### src/rtl/blockmem_1p_arb.sv
`default_nettype none
// ============================================================================
// Module   : blockmem_1p_arb
// Brief    : Round-robin arbiter with per-requester lock sharing one port of a
//            single-port block memory; routes read responses back to issuer.
//            Option macro: BLOCKMEM_ARB_RDATA_REG_EN (registered read outputs).
// Revision : 1.0 - initial release
// ============================================================================
module blockmem_1p_arb #(
  parameter int G_DATAWIDTH = 32,
  parameter int G_MEMDEPTH  = 1024,
  parameter int G_BWENABLE  = 0,
  parameter int G_ADDRWIDTH = $clog2(G_MEMDEPTH),
  parameter int G_PADWIDTH  = (G_DATAWIDTH + 7) & ~7,
  parameter int G_WEWIDTH   = (((G_PADWIDTH - 1) / 8) * G_BWENABLE) + 1,
  parameter int G_RDLAT     = 1
) (
  input  logic                   clk,
  input  logic                   rst,
  input  logic                   p0_req,
  input  logic                   p0_lock,
  input  logic [G_WEWIDTH-1:0]   p0_we,
  input  logic [G_ADDRWIDTH-1:0] p0_addr,
  input  logic [G_DATAWIDTH-1:0] p0_wdata,
  output logic                   p0_gnt,
  output logic                   p0_rvalid,
  output logic [G_DATAWIDTH-1:0] p0_rdata,
  input  logic                   p1_req,
  input  logic                   p1_lock,
  input  logic [G_WEWIDTH-1:0]   p1_we,
  input  logic [G_ADDRWIDTH-1:0] p1_addr,
  input  logic [G_DATAWIDTH-1:0] p1_wdata,
  output logic                   p1_gnt,
  output logic                   p1_rvalid,
  output logic [G_DATAWIDTH-1:0] p1_rdata,
  output logic                   mem_en,
  output logic [G_WEWIDTH-1:0]   mem_we,
  output logic [G_ADDRWIDTH-1:0] mem_addr,
  output logic [G_DATAWIDTH-1:0] mem_din,
  input  logic [G_DATAWIDTH-1:0] mem_dout
);

  typedef enum logic [1:0] {
    ST_ARB   = 2'd0,
    ST_LOCK0 = 2'd1,
    ST_LOCK1 = 2'd2
  } state_t;

  state_t               r_state;
  state_t               w_state_nxt;
  logic                 r_last_gnt;
  logic                 w_arb_mode;
  logic                 w_gnt0;
  logic                 w_gnt1;
  logic [G_WEWIDTH-1:0] w_we;
  logic                 w_push_vld;
  logic                 w_out_vld;
  logic                 w_out_own;
  logic [G_RDLAT-1:0]   r_pipe_vld;
  logic [G_RDLAT-1:0]   r_pipe_own;

  // A lock holder that is neither requesting nor holding lock hands the
  // cycle back to normal arbitration, so releasing costs no idle cycle.
  always_comb begin
    w_arb_mode  = 1'b0;
    w_gnt0      = 1'b0;
    w_gnt1      = 1'b0;
    w_state_nxt = ST_ARB;
    case (r_state)
      ST_LOCK0: w_arb_mode = !p0_req && !p0_lock;
      ST_LOCK1: w_arb_mode = !p1_req && !p1_lock;
      default:  w_arb_mode = 1'b1;
    endcase
    if (!rst) begin
      if (w_arb_mode) begin
        w_gnt0 = p0_req && (!p1_req || r_last_gnt);
        w_gnt1 = p1_req && (!p0_req || !r_last_gnt);
      end else if (r_state == ST_LOCK0) begin
        w_gnt0 = p0_req;
      end else begin
        w_gnt1 = p1_req;
      end
    end
    if (w_gnt0 && p0_lock) begin
      w_state_nxt = ST_LOCK0;
    end else if (w_gnt1 && p1_lock) begin
      w_state_nxt = ST_LOCK1;
    end else if (r_state == ST_LOCK0 && !w_arb_mode && !w_gnt0) begin
      w_state_nxt = ST_LOCK0;
    end else if (r_state == ST_LOCK1 && !w_arb_mode && !w_gnt1) begin
      w_state_nxt = ST_LOCK1;
    end
  end

  always_ff @(posedge clk) begin
    if (rst) begin
      r_state    <= ST_ARB;
      r_last_gnt <= 1'b1;
    end else begin
      r_state <= w_state_nxt;
      if (w_gnt0 || w_gnt1) begin
        r_last_gnt <= w_gnt1;
      end
    end
  end

  assign p0_gnt     = w_gnt0;
  assign p1_gnt     = w_gnt1;
  assign w_we       = w_gnt1 ? p1_we : p0_we;
  assign mem_en     = w_gnt0 || w_gnt1;
  assign mem_we     = mem_en ? w_we : '0;
  assign mem_addr   = w_gnt1 ? p1_addr : p0_addr;
  assign mem_din    = w_gnt1 ? p1_wdata : p0_wdata;
  assign w_push_vld = mem_en && (w_we == '0);

  // Read-tracking pipe: entry k holds {valid, owner} of the access k+1 cycles old.
  generate
    if (G_RDLAT == 1) begin : g_pipe_one
      always_ff @(posedge clk) begin
        if (rst) begin
          r_pipe_vld <= '0;
          r_pipe_own <= '0;
        end else begin
          r_pipe_vld <= w_push_vld;
          r_pipe_own <= w_gnt1;
        end
      end
    end else begin : g_pipe_multi
      always_ff @(posedge clk) begin
        if (rst) begin
          r_pipe_vld <= '0;
          r_pipe_own <= '0;
        end else begin
          r_pipe_vld <= {r_pipe_vld[G_RDLAT-2:0], w_push_vld};
          r_pipe_own <= {r_pipe_own[G_RDLAT-2:0], w_gnt1};
        end
      end
    end
  endgenerate

  assign w_out_vld = r_pipe_vld[G_RDLAT-1];
  assign w_out_own = r_pipe_own[G_RDLAT-1];

`ifdef BLOCKMEM_ARB_RDATA_REG_EN
  logic                   r_p0_rvalid;
  logic                   r_p1_rvalid;
  logic [G_DATAWIDTH-1:0] r_p0_rdata;
  logic [G_DATAWIDTH-1:0] r_p1_rdata;

  always_ff @(posedge clk) begin
    if (rst) begin
      r_p0_rvalid <= 1'b0;
      r_p1_rvalid <= 1'b0;
      r_p0_rdata  <= '0;
      r_p1_rdata  <= '0;
    end else begin
      r_p0_rvalid <= w_out_vld && !w_out_own;
      r_p1_rvalid <= w_out_vld && w_out_own;
      r_p0_rdata  <= (w_out_vld && !w_out_own) ? mem_dout : '0;
      r_p1_rdata  <= (w_out_vld && w_out_own) ? mem_dout : '0;
    end
  end

  assign p0_rvalid = r_p0_rvalid;
  assign p1_rvalid = r_p1_rvalid;
  assign p0_rdata  = r_p0_rdata;
  assign p1_rdata  = r_p1_rdata;
`else
  assign p0_rvalid = w_out_vld && !w_out_own;
  assign p1_rvalid = w_out_vld && w_out_own;
  assign p0_rdata  = mem_dout;
  assign p1_rdata  = mem_dout;
`endif

endmodule
`default_nettype wire
### config.mk
export PLATFORM = sky130hd
export DESIGN_NAME = blockmem_1p_arb
export DESIGN_NICKNAME = d
export VERILOG_FILES = /design/src/rtl/blockmem_1p_arb.sv
export SDC_FILE = /design/constraint.sdc
export NUM_CORES = 1
export LEC_CHECK = 0
export ABC_AREA = 1
export BUFFER_PORTS_ARGS = -buffer_cell sky130_fd_sc_hd__buf_4
export CORE_AREA = 4 4 90 92
export DETAILED_ROUTE_END_ITERATION = 12
export DIE_AREA = 0 0 94 96
export HOLD_SLACK_MARGIN = 0.06
export PLACE_DENSITY = 0.56
export SYNTH_ARGS = -nofsm -noshare
export SYNTH_HDL_FRONTEND = slang
export SYNTH_SLANG_ARGS = --single-unit
### constraint.sdc
create_clock -name clk -period 2.15 [get_ports clk]
set_input_delay 0.215 -clock clk [delete_from_list [all_inputs] [get_ports clk]]
set_output_delay 0.215 -clock clk [all_outputs]
set_load 0.01 [all_outputs]
* After elaboration in Yosys (flattened, before gate mapping)
Cells that the tools add are included.
W data, S select, Z words.
** Operators by class
- Equal/unequal tests :: 2
- Multiplexer cells :: 15
- Bitwise logic cells :: 1
- Reduce and logical (&&, ||, !) cells :: 26
** Operators by type and width (number)
- $mux W32 :: 1
- $logic_and A1 B1 Y1 :: 13
- $mux W10 :: 1
- $logic_not A1 Y1 :: 9
- $mux W1 :: 9
- $mux W2 :: 3
- $logic_or A1 B1 Y1 :: 3
- $eq A2 B1 Y1 const B :: 1
- $eq A2 B2 Y1 const B :: 1
- $pmux W1 S2 :: 1
- $reduce_or A2 Y1 :: 1
- $not A1 Y1 :: 1
** Storage, ports and cells
- Register bits after elaboration :: 5
- Bits of input ports :: 124
- Output and inout port bits :: 112
- Word-level logic and storage cells :: 49

* Logic depth before layout (Yosys ltp)
- Depth in word-level cells :: 11
- Mapped depth :: 10

* Worst setup path before layout
Ideal clock, no wire load.
- Path kind :: register -> output
- From :: reg r_state[0]
- To :: out mem_we
- Arrival time :: 1.493 ns
- Data required time :: 1.935 ns
- Slack :: 0.442 ns
- Stages on the path, launching flop included :: 11
- Path through :: dfxtp_1 > inv_1 > ha_1 > inv_1 > nand2_1 > nand2_1 > nand3_2 > buf_6 > nand2_1 > inv_1 > nor2_1
** On the way
- Word-level cells in the longest chain between the ends :: 6
- Elaborated cells on any way between the ends :: 12
** Ends and longest elaborated chain
- start: declaration :: RTL line 49 : state_t r_state;
- start signal: assignment :: RTL line 100 : r_state <= w_state_nxt;
- $eq A2 B2 Y1 or $eq A2 B1 Y1 (tied branches) :: RTL line 69, 78
- $pmux W1 S2 or $mux W1 (tied branches) :: RTL line 69, 78
- $mux W1 :: RTL line 75 : if (w_arb_mode) begin
- $mux W1 :: RTL line 74 : if (!rst) begin
- $logic_or A1 B1 Y1 * :: RTL line 110 : assign mem_en = w_gnt0 || w_gnt1;
- named net mem_en :: RTL line 36 : output logic mem_en,
- $mux W1 * :: RTL line 111 : assign mem_we = mem_en ? w_we : '0;
- end: declaration :: RTL line 37 : output logic [G_WEWIDTH-1:0] mem_we,
Mark *: on every way through the listed nets, which the timed path passes. The rest lies on a longest branch.

* Final worst setup path
- From :: reg r_state[0]
- To :: out mem_din[14]
** On the way
- Word-level cells in the longest chain between the ends :: 5
- Elaborated cells on any way between the ends :: 7
** Ends and longest elaborated chain
- $eq A2 B2 Y1 or $eq A2 B1 Y1 (tied branches) :: RTL line 69, 78
- $pmux W1 S2 or $mux W1 (tied branches) :: RTL line 69, 78
- $mux W1 * :: RTL line 75
- $mux W1 * :: RTL line 74
- $mux W32 * :: RTL line 113 : assign mem_din = w_gnt1 ? p1_wdata : p0_wdata;
- end: declaration :: RTL line 39 : output logic [G_DATAWIDTH-1:0] mem_din,
Mark *: on every way between the ends. The rest lies on a longest branch, timed or not.

==> impl_metrics.toml <==
[sta]
skew_final_ps = 3.84
setup_viol = 0
highest_clock_rate_ghz = 0.489
fin_crit_sh = 0.951
max_slew_headroom_at_the_worst_pin = 0.793
finalHoldViolCount = 0
post_route_minimum_period_ps = 2040
worst_pin_slew_ps = 310
totalNegativeSetupSlack_ps = 0
final-max-slew-violation-count = 0

[power]
max-vdd-ir-drop_v = 0.000132
power.share.combinational = 0.613
power.clock.fraction = 0.247
pwr_density_cell_nw_per_um2 = 340
static-leakage-power_nw = 1.34
seq_power_share = 0.140
sw_frac_of_total = 0.340
power_switching_w = 0.000247
cell_internal_pwr_w = 0.000481

[clock_network]
clk_pin_slew_worst_paths_ps = 40
postCtsSetupRepairBufs = 0
clock_tree.buffer_depth = 2
clock_insertion_delay_worst_skew_ps = 220
cts_tree = "yes"
clock_tree.root_cell = "sky130_fd_sc_hd__clkbuf_8"
clock_sinks = 5
cts-buffers-inserted = 3
h-tree-depth = 1

[critical_path]
worst_setup_start_kind = "flip-flop"
worst-endpoint-arrival_ps = 1830
criticalPathCategory = "reg -> out"
crit_path_end_kind = "primary output"
critical_path_required_ps = 1930
worstReg2RegStart = "r_state[0]"
path_max_fanout = 23
setup.reg_to_reg.worst_slack_ps = 540
rr_endpoint = "r_pipe_vld"
worst-r2r-cell-count = 11

[placement]
place_congestion = 0.740
dp_cells = 435
place_hpwl_mm = 4.08
io_buffers = 139

[hold_path]
hold_start = "rst"
hold-path-endpoint = "r_state[0]"
hold-path-cell-count = 2
hold_class = "in -> reg"

[grt]
globalRouteOverflowTotal = 0
grt_pass1_wl_mm = 6.77
grt_pass1_vias = 1570
grt_use_total = 0.0926
antenna_found_initial = 0
grt_start_max_net_pins = 26

[floorplanning]
std_cell_core_area_sq_um = 7210
boundaryPins = 236
design.die.area_sq_um = 9020
initial_core_util = 0.196
std_cell_rows = 31
dieHeight_microns = 96
die_x_microns = 94

[status]
run_status = "finished, final reports clean"

[synthesis]
synth_cells = 266
mappedNetlistNets = 392
post_synth.cell_area_avg_sq_um = 5.33
postSynthRegisterBits = 5
netlist-cell-type-count = 16
synth-warning-count = 0
synth.cell_area_sq_um = 1420
synth-seq-area-share = 0.0706

[layout]
fillerInstances = 815
area_growth_syn_to_layout_pct = 51.2
layout_nets = 467
finalNonFillerCells = 439
ratio_of_cells_with_drive_above_1_in_the_final_layout = 0.447
final_common_cell = "sky130_fd_sc_hd__nand2_1"
mostFrequentLayoutCells = "sky130_fd_sc_hd__nand2_1 (142), sky130_fd_sc_hd__buf_4 (139), sky130_fd_sc_hd__inv_1 (19)"
multiInputGateArea_sq_um = 686
antenna_cells_inserted = 0
area.sequential_sq_um = 100

[drt]
final_antenna_net_count = 0
drc = 0
drt_wl_total_mm = 4.90
detailedRoute.firstIterationViolations = 45
post_drt_via_cell_ratio = 3.91
wire_per_inst_microns = 11.2
route.vias.total = 1718
drt_pass1_iterations = 4

[flow_run]
timing.max_cap.violations = 0
-- timing repair --
item | CTS | global route
hold buffers | 0 | 0
gates resized for setup | 0 | 9
endpoints found under the setup margin | 0 | 43
-- final cells by class --
class,instances,area share
Timing Repair Buffer,143,0.518
Multi-Input combinational cell,167,0.320
Tap cell,99,0.0578
Sequential cell,5,0.0467
Inverter,21,0.0368
Clock buffer,4,0.0210
-- stage by stage --
| step | setup slack, ps | power (W) | utilization | hold slack [ps] | area (sq um) |
|---|---|---|---|---|---|
| 3_3_place_gp | 309 | 0.000543 | 0.286 | 400 | 2060 |
| 5_1_grt | -16.6 | 0.000785 | 0.297 | 172 | 2140 |
| 6_report | 106 | 0.000729 | 0.297 | 166 | 2140 |
| 4_1_cts | 14.4 | 0.000729 | 0.292 | 164 | 2110 |
| 3_5_place_dp | 281 | 0.000546 | 0.286 | 400 | 2060 |
| 2_1_floorplan | 442 | 0.000402 | - | 284 | 1420 |
-- worst max-delay path by stage --
| stage | startpoint | to | slack [ps] |
|---|---|---|---|
| 5_1_grt | r_state[0] | mem_addr[0] | -20 |
| 2_1_floorplan | r_state[0] | mem_we | 440 |
| 3_3_place_gp | r_state[0] | mem_din[14] | 310 |
| 3_5_place_dp | r_state[0] | mem_din[13] | 280 |
| 6_report | r_state[0] | mem_din[14] | 110 |
| 4_1_cts | r_state[0] | mem_din[13] | 10 |
-- routing by layer --
layer	wire length, microns	vias to the layer above	track usage
met4	175	0	0.0433
met5	0	-	0
met2	2600	109	0.179
met1	1550	710	0.0822
met3	568	25	0.0399
li1	-	874	-
-- cells in the mapped netlist (all sizes together) --
library cell	number	area, sq um
dfxtp	5	100
ha	2	25.0
nor2	7	28.8
nand4	3	18.8
buf	73	563
inv	21	78.8
a21oi	2	10.0
nand2	144	543
o21ai	1	5.00
nand3	8	45.0
-- worst max-delay path, stage by stage, from the launching register on --
cell and delay (ps):
sky130_fd_sc_hd__dfxtp_1 320, sky130_fd_sc_hd__inv_1 50, sky130_fd_sc_hd__ha_1 310, sky130_fd_sc_hd__inv_2 90, sky130_fd_sc_hd__nand4_1 180, sky130_fd_sc_hd__nand3_4 140, sky130_fd_sc_hd__inv_2 70, sky130_fd_sc_hd__buf_12 160
sky130_fd_sc_hd__nand2_1 60, sky130_fd_sc_hd__nand2_1 70, sky130_fd_sc_hd__buf_4 150
-- power by group through the flow --
stage | clock (W) | sequential [W] | combinational, W
2_1_floorplan | 0 | 0.000103 | 0.000299
3_3_place_gp | 0 | 0.000104 | 0.000439
3_5_place_dp | 0 | 0.000104 | 0.000442
4_1_cts | 0.000183 | 0.000102 | 0.000444
5_1_grt | 0.000190 | 0.000103 | 0.000492
6_report | 0.000180 | 0.000102 | 0.000447
-- sequential cells by signal, indices dropped and copies added (netlist names) --
register	cells
r_state	2
r_last_gnt	1
r_pipe_own	1
r_pipe_vld	1
-- logic make-up after synthesis --
logic type | after synthesis | synth area share
AOI/OAI and AO/OA | 3 | 0.0106
adders and majority gates | 2 | 0.0176
buffers and inverters | 94 | 0.453
and+or+nand+nor | 162 | 0.448
DFF | 5 | 0.0706
(Power assumes the default switching activity.)
